==> src/rtl/alu_req_driver_if.sv <==
// ALU opcode subset and the request/ALU/response bundle
// shared between alu_req_driver and its environment.
package alu_req_driver_pkg;
    typedef enum logic [6:0] {
        ALU_LTS  = 7'b0000000,
        ALU_LTU  = 7'b0000001,
        ALU_SLTS = 7'b0000010,
        ALU_SLTU = 7'b0000011,
        ALU_ADD  = 7'b0011000,
        ALU_SUB  = 7'b0011001,
        ALU_DIVU = 7'b0110000,
        ALU_DIV  = 7'b0110001,
        ALU_REMU = 7'b0110010,
        ALU_REM  = 7'b0110011
    } alu_opcode_e;
endpackage

interface alu_req_driver_if;
    import alu_req_driver_pkg::*;

    logic        req_valid_i;
    logic        req_ready_o;
    alu_opcode_e req_op_i;
    logic [31:0] req_a_i;
    logic [31:0] req_b_i;
    logic [31:0] req_c_i;
    logic [1:0]  req_vmode_i;
    logic [3:0]  req_tag_i;

    logic        alu_enable_o;
    alu_opcode_e alu_operator_o;
    logic [31:0] alu_a_o;
    logic [31:0] alu_b_o;
    logic [31:0] alu_c_o;
    logic [1:0]  alu_vmode_o;
    logic [4:0]  alu_bmask_a_o;
    logic [4:0]  alu_bmask_b_o;
    logic [1:0]  alu_imm_vec_ext_o;
    logic        alu_is_clpx_o;
    logic        alu_is_subrot_o;
    logic [1:0]  alu_clpx_shift_o;
    logic        alu_ready_i;
    logic [31:0] alu_result_i;
    logic        alu_cmp_i;
    logic        alu_ex_ready_o;

    logic        rsp_valid_o;
    logic        rsp_ready_i;
    logic [31:0] rsp_result_o;
    logic        rsp_cmp_o;
    logic [3:0]  rsp_tag_o;
    logic        rsp_timeout_o;

    modport slave (
        input  req_valid_i, req_op_i, req_a_i, req_b_i, req_c_i,
        input  req_vmode_i, req_tag_i,
        output req_ready_o,
        output alu_enable_o, alu_operator_o, alu_a_o, alu_b_o, alu_c_o,
        output alu_vmode_o, alu_bmask_a_o, alu_bmask_b_o,
        output alu_imm_vec_ext_o, alu_is_clpx_o, alu_is_subrot_o,
        output alu_clpx_shift_o, alu_ex_ready_o,
        input  alu_ready_i, alu_result_i, alu_cmp_i,
        output rsp_valid_o, rsp_result_o, rsp_cmp_o, rsp_tag_o,
        output rsp_timeout_o,
        input  rsp_ready_i
    );

    modport master (
        output req_valid_i, req_op_i, req_a_i, req_b_i, req_c_i,
        output req_vmode_i, req_tag_i,
        input  req_ready_o,
        input  alu_enable_o, alu_operator_o, alu_a_o, alu_b_o, alu_c_o,
        input  alu_vmode_o, alu_bmask_a_o, alu_bmask_b_o,
        input  alu_imm_vec_ext_o, alu_is_clpx_o, alu_is_subrot_o,
        input  alu_clpx_shift_o, alu_ex_ready_o,
        output alu_ready_i, alu_result_i, alu_cmp_i,
        input  rsp_valid_o, rsp_result_o, rsp_cmp_o, rsp_tag_o,
        input  rsp_timeout_o,
        output rsp_ready_i
    );
endinterface

==> src/rtl/alu_req_driver.sv <==
// Buffers ALU requests, drives one cv32e40p_alu and returns
// tagged results; aborts an operation that never becomes ready.
module alu_req_driver
    import alu_req_driver_pkg::*;
#(
    parameter int unsigned DEPTH   = 4,
    parameter int unsigned TIMEOUT = 64
) (
    input  logic            clk,
    input  logic            rst_n,
    alu_req_driver_if.slave bus
);
    localparam int unsigned PW = $clog2(DEPTH);
    localparam int unsigned CW = $clog2(TIMEOUT) + 1;
    localparam logic [PW:0]   FULL_C = (PW+1)'(DEPTH);
    localparam logic [CW-1:0] TO_LIM = CW'(TIMEOUT - 1);

    typedef struct packed {
        alu_opcode_e op;
        logic [31:0] a;
        logic [31:0] b;
        logic [31:0] c;
        logic [1:0]  vmode;
        logic [3:0]  tag;
    } req_t;

    typedef enum logic [1:0] {
        S_IDLE, S_ISSUE, S_WAIT, S_RESP
    } state_e;

    req_t          mem_q [DEPTH];
    req_t          mem_d [DEPTH];
    logic [PW-1:0] wr_ptr_q, wr_ptr_d;
    logic [PW-1:0] rd_ptr_q, rd_ptr_d;
    logic [PW:0]   count_q, count_d;
    state_e        state_q, state_d;
    req_t          iss_q, iss_d;
    logic [CW-1:0] cnt_q, cnt_d;
    logic [31:0]   res_q, res_d;
    logic          cmp_q, cmp_d;
    logic          tmo_q, tmo_d;
    logic [3:0]    tag_q, tag_d;

    logic full, empty, push, pop;
    logic enable, ex_ready;
    req_t req_in;

    assign full  = (count_q == FULL_C);
    assign empty = (count_q == '0);
    assign push  = bus.req_valid_i && !full;

    assign req_in = '{
        op:    bus.req_op_i,
        a:     bus.req_a_i,
        b:     bus.req_b_i,
        c:     bus.req_c_i,
        vmode: bus.req_vmode_i,
        tag:   bus.req_tag_i
    };

    always_comb begin
        mem_d    = mem_q;
        wr_ptr_d = wr_ptr_q;
        rd_ptr_d = rd_ptr_q;
        count_d  = count_q;
        if (push) begin
            mem_d[wr_ptr_q] = req_in;
            wr_ptr_d        = wr_ptr_q + 1'b1;
        end
        if (pop) begin
            rd_ptr_d = rd_ptr_q + 1'b1;
        end
        unique case ({push, pop})
            2'b10:   count_d = count_q + 1'b1;
            2'b01:   count_d = count_q - 1'b1;
            default: count_d = count_q;
        endcase
    end

    always_comb begin
        state_d  = state_q;
        iss_d    = iss_q;
        cnt_d    = cnt_q;
        res_d    = res_q;
        cmp_d    = cmp_q;
        tmo_d    = tmo_q;
        tag_d    = tag_q;
        pop      = 1'b0;
        enable   = 1'b0;
        ex_ready = 1'b0;
        unique case (state_q)
            S_IDLE: begin
                if (!empty) begin
                    pop     = 1'b1;
                    state_d = S_ISSUE;
                end
            end
            S_ISSUE, S_WAIT: begin
                enable = 1'b1;
                cnt_d  = (state_q == S_ISSUE) ? '0 : cnt_q + 1'b1;
                // ready beats the limit when both land together
                if (bus.alu_ready_i) begin
                    ex_ready = 1'b1;
                    res_d    = bus.alu_result_i;
                    cmp_d    = bus.alu_cmp_i;
                    tmo_d    = 1'b0;
                    tag_d    = iss_q.tag;
                    state_d  = S_RESP;
                end else if (state_q == S_WAIT && cnt_d == TO_LIM) begin
                    res_d   = '0;
                    cmp_d   = 1'b0;
                    tmo_d   = 1'b1;
                    tag_d   = iss_q.tag;
                    state_d = S_RESP;
                end else begin
                    state_d = S_WAIT;
                end
            end
            S_RESP: begin
                if (bus.rsp_ready_i) begin
                    if (!empty) begin
                        pop     = 1'b1;
                        state_d = S_ISSUE;
                    end else begin
                        state_d = S_IDLE;
                    end
                end
            end
            default: state_d = S_IDLE;
        endcase
        if (pop) begin
            iss_d = mem_q[rd_ptr_q];
        end
    end

    always_ff @(posedge clk) begin
        mem_q <= mem_d;
    end

    always_ff @(posedge clk) begin
        if (!rst_n) begin
            wr_ptr_q <= '0;
            rd_ptr_q <= '0;
            count_q  <= '0;
            state_q  <= S_IDLE;
            iss_q    <= '0;
            cnt_q    <= '0;
            res_q    <= '0;
            cmp_q    <= 1'b0;
            tmo_q    <= 1'b0;
            tag_q    <= '0;
        end else begin
            wr_ptr_q <= wr_ptr_d;
            rd_ptr_q <= rd_ptr_d;
            count_q  <= count_d;
            state_q  <= state_d;
            iss_q    <= iss_d;
            cnt_q    <= cnt_d;
            res_q    <= res_d;
            cmp_q    <= cmp_d;
            tmo_q    <= tmo_d;
            tag_q    <= tag_d;
        end
    end

    assign bus.req_ready_o       = !full;
    assign bus.alu_enable_o      = enable;
    assign bus.alu_ex_ready_o    = ex_ready;
    assign bus.alu_operator_o    = iss_q.op;
    assign bus.alu_a_o           = iss_q.a;
    assign bus.alu_b_o           = iss_q.b;
    assign bus.alu_c_o           = iss_q.c;
    assign bus.alu_vmode_o       = iss_q.vmode;
    assign bus.alu_bmask_a_o     = '0;
    assign bus.alu_bmask_b_o     = '0;
    assign bus.alu_imm_vec_ext_o = '0;
    assign bus.alu_is_clpx_o     = 1'b0;
    assign bus.alu_is_subrot_o   = 1'b0;
    assign bus.alu_clpx_shift_o  = '0;
    assign bus.rsp_valid_o       = (state_q == S_RESP);
    assign bus.rsp_result_o      = res_q;
    assign bus.rsp_cmp_o         = cmp_q;
    assign bus.rsp_tag_o         = tag_q;
    assign bus.rsp_timeout_o     = tmo_q;
endmodule

==> src/flat_wrapper.sv <==
// flat-port wrapper written by rule: the top's interface ports become plain ports
module alu_req_driver_flat import alu_req_driver_pkg::*;
#(
    parameter int unsigned DEPTH   = 4,
    parameter int unsigned TIMEOUT = 64
)
  (clk, rst_n, bus_req_valid_i, bus_req_op_i, bus_req_a_i, bus_req_b_i, bus_req_c_i, bus_req_vmode_i, bus_req_tag_i, bus_req_ready_o, bus_alu_enable_o, bus_alu_operator_o, bus_alu_a_o, bus_alu_b_o, bus_alu_c_o, bus_alu_vmode_o, bus_alu_bmask_a_o, bus_alu_bmask_b_o, bus_alu_imm_vec_ext_o, bus_alu_is_clpx_o, bus_alu_is_subrot_o, bus_alu_clpx_shift_o, bus_alu_ex_ready_o, bus_alu_ready_i, bus_alu_result_i, bus_alu_cmp_i, bus_rsp_valid_o, bus_rsp_result_o, bus_rsp_cmp_o, bus_rsp_tag_o, bus_rsp_timeout_o, bus_rsp_ready_i);
  alu_req_driver_if bus_i ();
  input  logic clk;
  input  logic rst_n;
  input wire logic [$bits(bus_i.req_valid_i)-1:0] bus_req_valid_i;
  input wire logic [$bits(bus_i.req_op_i)-1:0] bus_req_op_i;
  input wire logic [$bits(bus_i.req_a_i)-1:0] bus_req_a_i;
  input wire logic [$bits(bus_i.req_b_i)-1:0] bus_req_b_i;
  input wire logic [$bits(bus_i.req_c_i)-1:0] bus_req_c_i;
  input wire logic [$bits(bus_i.req_vmode_i)-1:0] bus_req_vmode_i;
  input wire logic [$bits(bus_i.req_tag_i)-1:0] bus_req_tag_i;
  output wire logic [$bits(bus_i.req_ready_o)-1:0] bus_req_ready_o;
  output wire logic [$bits(bus_i.alu_enable_o)-1:0] bus_alu_enable_o;
  output wire logic [$bits(bus_i.alu_operator_o)-1:0] bus_alu_operator_o;
  output wire logic [$bits(bus_i.alu_a_o)-1:0] bus_alu_a_o;
  output wire logic [$bits(bus_i.alu_b_o)-1:0] bus_alu_b_o;
  output wire logic [$bits(bus_i.alu_c_o)-1:0] bus_alu_c_o;
  output wire logic [$bits(bus_i.alu_vmode_o)-1:0] bus_alu_vmode_o;
  output wire logic [$bits(bus_i.alu_bmask_a_o)-1:0] bus_alu_bmask_a_o;
  output wire logic [$bits(bus_i.alu_bmask_b_o)-1:0] bus_alu_bmask_b_o;
  output wire logic [$bits(bus_i.alu_imm_vec_ext_o)-1:0] bus_alu_imm_vec_ext_o;
  output wire logic [$bits(bus_i.alu_is_clpx_o)-1:0] bus_alu_is_clpx_o;
  output wire logic [$bits(bus_i.alu_is_subrot_o)-1:0] bus_alu_is_subrot_o;
  output wire logic [$bits(bus_i.alu_clpx_shift_o)-1:0] bus_alu_clpx_shift_o;
  output wire logic [$bits(bus_i.alu_ex_ready_o)-1:0] bus_alu_ex_ready_o;
  input wire logic [$bits(bus_i.alu_ready_i)-1:0] bus_alu_ready_i;
  input wire logic [$bits(bus_i.alu_result_i)-1:0] bus_alu_result_i;
  input wire logic [$bits(bus_i.alu_cmp_i)-1:0] bus_alu_cmp_i;
  output wire logic [$bits(bus_i.rsp_valid_o)-1:0] bus_rsp_valid_o;
  output wire logic [$bits(bus_i.rsp_result_o)-1:0] bus_rsp_result_o;
  output wire logic [$bits(bus_i.rsp_cmp_o)-1:0] bus_rsp_cmp_o;
  output wire logic [$bits(bus_i.rsp_tag_o)-1:0] bus_rsp_tag_o;
  output wire logic [$bits(bus_i.rsp_timeout_o)-1:0] bus_rsp_timeout_o;
  input wire logic [$bits(bus_i.rsp_ready_i)-1:0] bus_rsp_ready_i;
  assign bus_i.req_valid_i = bus_req_valid_i;
  assign bus_i.req_op_i = bus_req_op_i;
  assign bus_i.req_a_i = bus_req_a_i;
  assign bus_i.req_b_i = bus_req_b_i;
  assign bus_i.req_c_i = bus_req_c_i;
  assign bus_i.req_vmode_i = bus_req_vmode_i;
  assign bus_i.req_tag_i = bus_req_tag_i;
  assign bus_req_ready_o = bus_i.req_ready_o;
  assign bus_alu_enable_o = bus_i.alu_enable_o;
  assign bus_alu_operator_o = bus_i.alu_operator_o;
  assign bus_alu_a_o = bus_i.alu_a_o;
  assign bus_alu_b_o = bus_i.alu_b_o;
  assign bus_alu_c_o = bus_i.alu_c_o;
  assign bus_alu_vmode_o = bus_i.alu_vmode_o;
  assign bus_alu_bmask_a_o = bus_i.alu_bmask_a_o;
  assign bus_alu_bmask_b_o = bus_i.alu_bmask_b_o;
  assign bus_alu_imm_vec_ext_o = bus_i.alu_imm_vec_ext_o;
  assign bus_alu_is_clpx_o = bus_i.alu_is_clpx_o;
  assign bus_alu_is_subrot_o = bus_i.alu_is_subrot_o;
  assign bus_alu_clpx_shift_o = bus_i.alu_clpx_shift_o;
  assign bus_alu_ex_ready_o = bus_i.alu_ex_ready_o;
  assign bus_i.alu_ready_i = bus_alu_ready_i;
  assign bus_i.alu_result_i = bus_alu_result_i;
  assign bus_i.alu_cmp_i = bus_alu_cmp_i;
  assign bus_rsp_valid_o = bus_i.rsp_valid_o;
  assign bus_rsp_result_o = bus_i.rsp_result_o;
  assign bus_rsp_cmp_o = bus_i.rsp_cmp_o;
  assign bus_rsp_tag_o = bus_i.rsp_tag_o;
  assign bus_rsp_timeout_o = bus_i.rsp_timeout_o;
  assign bus_i.rsp_ready_i = bus_rsp_ready_i;
  alu_req_driver #(.DEPTH(DEPTH), .TIMEOUT(TIMEOUT)) u_core (.clk(clk), .rst_n(rst_n), .bus(bus_i));
endmodule
==> config.mk <==
export PLATFORM = sky130hd
export DESIGN_NAME = alu_req_driver_flat
export DESIGN_NICKNAME = d
export VERILOG_FILES = /design/src/rtl/alu_req_driver_if.sv /design/src/rtl/alu_req_driver.sv /design/src/flat_wrapper.sv
export SDC_FILE = /design/constraint.sdc
export NUM_CORES = 1
export LEC_CHECK = 0
export BUFFER_PORTS_ARGS = -buffer_cell sky130_fd_sc_hd__clkbuf_2
export CAP_MARGIN = 30
export CORE_UTILIZATION = 30
export CTS_CLUSTER_DIAMETER = 30
export DETAILED_ROUTE_END_ITERATION = 16
export HOLD_SLACK_MARGIN = 0.03
export PLACE_DENSITY = 0.53
export SYNTH_ARGS = -nofsm -noshare
export SYNTH_HDL_FRONTEND = slang
export SYNTH_SLANG_ARGS = --single-unit
==> constraint.sdc <==
create_clock -name clk -period 5.3 [get_ports clk]
set_input_delay 1.06 -clock clk [delete_from_list [all_inputs] [get_ports clk]]
set_output_delay 1.06 -clock clk [all_outputs]
set_load 0.05 [all_outputs]
==> results.toml <==
[outcome]
status = "complete, no violations"

[finish]
final-seq-area_mm2 = 0.0164
area_delta_synth_final_pct = 28.7
nets = 1879
nFillCells = 7142
multiInputGateArea_mm2 = 0.00570
final_cells = 2868
drive_gt1_share_pct = 37.7

[place]
io_buffers = 293
gp_congestion = 0.714
dp_cells = 2609
place_ws_ns = 1.86
hpwl_um = 30000

[job]
drv_cap = 0

[detailed_routing]
wl_per_cell_um = 18.8
detail-route-antenna-nets = 0
drt_wl_total_um = 54100
viasPerCell = 4.48
drt_iter0_drc = 524
routed-via-count = 12850
first_pass_iters = 5
drc = 0

[clock_tree]
cts_sinks = 599
cts_buffers = 138
cts_buffer_depth = 3
clk_pin_slew_worst_paths_ns = 0.04
cts_setup_buffers = 0
cts_hold_buf = 0
worstSkewPairLatency_ns = 0.71
cts_resized = 0
htreeDepth = 4
clock_tree.root_cell = "clkbuf_16"
cts_tree = "yes"

[sta]
min_period_ns = 4.04
finalSetupViolCount = 0
timing.final.crit_share_pct = 76.3
maxSlewViolCount = 0
tightestPinTransition_ns = 0.945
fmax_mhz = 247
fin_skew_ns = 0.0377
fin_ws_ns = 1.26
tns_ns = 0
hold_violations = 0
rsz0062_at_grt = "false"
slew-limit-headroom_pct = 37.0

[floorplan]
dieHeight_um = 281
initial_utilization_pct = 30.5
rows = 101
pin_count = 310
dieArea_mm2 = 0.0788
core_area_mm2 = 0.0763
fp.dieW_um = 281

[synth]
synth_area_mm2 = 0.0233
yosysUniqueCellTypes = 43
synth_area_per_cell_um2 = 16.0
syn_inst = 1452
synth.yosys.warnings = 0
ys_ff_latch = 599
ys_seq_area_share_pct = 70.2

[min_path]
hold_class = "reg2reg"
min_path_cells = 2

[worst_setup_path]
start_kind = "register"
cp_top_family = "buffers and inverters"
arrival_ns = 2.98
cp_slowest_cell = "ha_1"
reg2reg_slack_ns = 2.10
crit_type = "reg2out"
crit_chain = "inv_1 -> ha_1 -> nand2_2 -> buf_4 -> clkinv_1 -> buf_4 -> clkbuf_2"
cp_slowest_stage_delay_ns = 0.52
required_ns = 4.24
end_kind = "primary output"
path_max_fanout = 35
crit_buf_inv = 5
crit_cells = 7
timing.critical_path.mode_cell = "buf_4"
r2r_cells = 10

[power]
swShare_pct = 31.5
p_int_uw = 12700
p_sw_uw = 5840
power.density_mw_per_mm2 = 617
clockPowerShare_pct = 46.2
power_leakage_uw = 0.0106
seq_power_share_pct = 33.2
pwr-share-comb_pct = 20.6
ir_worst_vdd_uv = 327

[global_route]
grt_pass1_vias = 13664
grt_first_pass_wirelength_um = 81400
antenna_found_initial = 6
grt_overflow = 0
grt_max_degree = 88
grt_usage_pct = 13.9
[routing by layer]
layer,global-route usage [%],routed length (um),up-vias
li1,-,-,5874
met1,16.8,22800,6483
met2,22.2,25900,386
met3,5.22,4110,95
met4,5.76,1170,12
met5,0,87,-
[state kept, by name, indices dropped and copies added (netlist names)]
name	cells
u_core.bus.alu_a_o	32
u_core.bus.alu_b_o	32
u_core.bus.alu_c_o	32
u_core.bus.alu_operator_o	7
u_core.bus.alu_vmode_o	2
u_core.bus.rsp_cmp_o	1
u_core.bus.rsp_result_o	32
u_core.bus.rsp_tag_o	4
u_core.bus.rsp_timeout_o	1
u_core.cnt_q	7
u_core.count_q	3
u_core.iss_q	4
u_core.mem_q	436
u_core.rd_ptr_q	2
u_core.state_q	2
u_core.wr_ptr_q	2
[path summary, 6_finish.rpt]
check / start / to
worst max-delay path: u_core.state_q[0]$_SDFFE_PN0P_ / bus_alu_ex_ready_o
worst min-delay path: u_core.bus.alu_b_o[27]$_SDFFE_PN0P_ / u_core.bus.alu_b_o[27]$_SDFFE_PN0P_
worst max register to register: u_core.state_q[0]$_SDFFE_PN0P_ / u_core.count_q[2]$_SDFFE_PN0P_
worst min register to register: u_core.bus.alu_b_o[27]$_SDFFE_PN0P_ / u_core.bus.alu_b_o[27]$_SDFFE_PN0P_
[cell type report]
cell class | instances | area share [%]
clock buffers | 181 | 12.8
flip-flops and latches | 599 | 54.6
repair buffers | 313 | 5.76
diodes | 1 | 0.00835
inverters | 13 | 0.171
well taps | 1030 | 4.30
clock inverters | 76 | 3.39
multi-input cells | 655 | 19.0
[synth_stat cells]
cell	instances	share of area, %
and3_1	4	0.11
nand2b_1	1	0.027
dfxtp_1	163	14
a21oi_2	1	0.038
or3_1	2	0.054
and2_1	7	0.19
xor2_1	1	0.038
o211ai_2	30	1.6
ha_1	11	0.59
nand4_2	1	0.054
or3_4	2	0.097
inv_1	12	0.19
a21boi_0	115	3.7
o22ai_1	1	0.027
o211ai_1	3	0.097
fa_1	1	0.086
buf_1	4	0.064
clkinv_1	1	0.016
nand3_1	4	0.086
o21ai_0	6	0.13
nor2b_1	8	0.21
nor2_1	3	0.048
nand4bb_1	1	0.048
xnor2_1	7	0.26
nand3_2	1	0.043
nand2_1	268	4.3
buf_4	124	4.0
conb_1	1	0.016
a31oi_1	2	0.054
and4_4	1	0.048
mux2i_1	6	0.26
buf_6	3	0.15
nor3_1	1	0.021
mux4_2	109	11
edfxtp_1	436	56
a21oi_1	7	0.15
a211oi_1	1	0.032
nor3b_1	1	0.032
o21a_1	2	0.064
clkbuf_1	46	0.74
buf_2	23	0.49
a21boi_1	30	0.97
a211o_4	1	0.075
[metrics by stage]
| stage | hold slack [ns] | area [um2] | power (uW) | util (%) |
|---|---|---|---|---|
| floorplan | 0.435 | 23300 | 9340 | - |
| global placement | 0.449 | 25100 | 10000 | 32.9 |
| detailed placement | 0.458 | 25100 | 10100 | 32.9 |
| CTS | 0.463 | 30000 | 18800 | 39.2 |
| global route | 0.480 | 30000 | 19300 | 39.3 |
| finish | 0.459 | 30000 | 18500 | 39.3 |
[worst register-to-register path: stages, from the launching register on]
cell and delay, ns:
dfxtp_1 0.36, inv_1 0.09, ha_1 0.52, or3_4 0.49, inv_4 0.33, ha_1 0.28
inv_1 0.06, fa_1 0.38, xor2_1 0.16, or3_1 0.30, a21boi_0 0.15
[cell families (layout without fill, tap and decap cells)]
group	after synthesis	count (layout)	synth area share, %
compound gates	199	199	6.95
xor+xnor	8	8	0.301
fa+ha+maj	12	12	0.677
buf+inv	213	583	5.65
flops	599	599	70.2
mux	115	115	10.8
other cells	1	17	0.0161
simple gates	305	305	5.39
[placed cells by master (no fill, tap or decap), types with 14 or more instances in the layout]
master,Yosys,layout
a21boi_0,115,115
clkbuf_2,0,292
a21boi_1,30,30
conb_1,1,16
nand2_1,268,267
bufinv_16,0,14
edfxtp_1,436,436
clkbuf_8,0,17
mux4_2,109,109
clkinv_2,0,18
clkbuf_1,46,24
dfxtp_1,163,161
clkbuf_16,0,140
o211ai_2,30,30
[power groups by stage]
stage	Clock [uW]	Sequential [uW]	Combinational, uW
floorplan	0	6310	3040
global placement	0	6210	3820
detailed placement	0	6230	3870
CTS	8750	6160	3870
global route	8980	6220	4110
finish	8550	6140	3800
No activity file was read; power rests on OpenSTA's default activity.
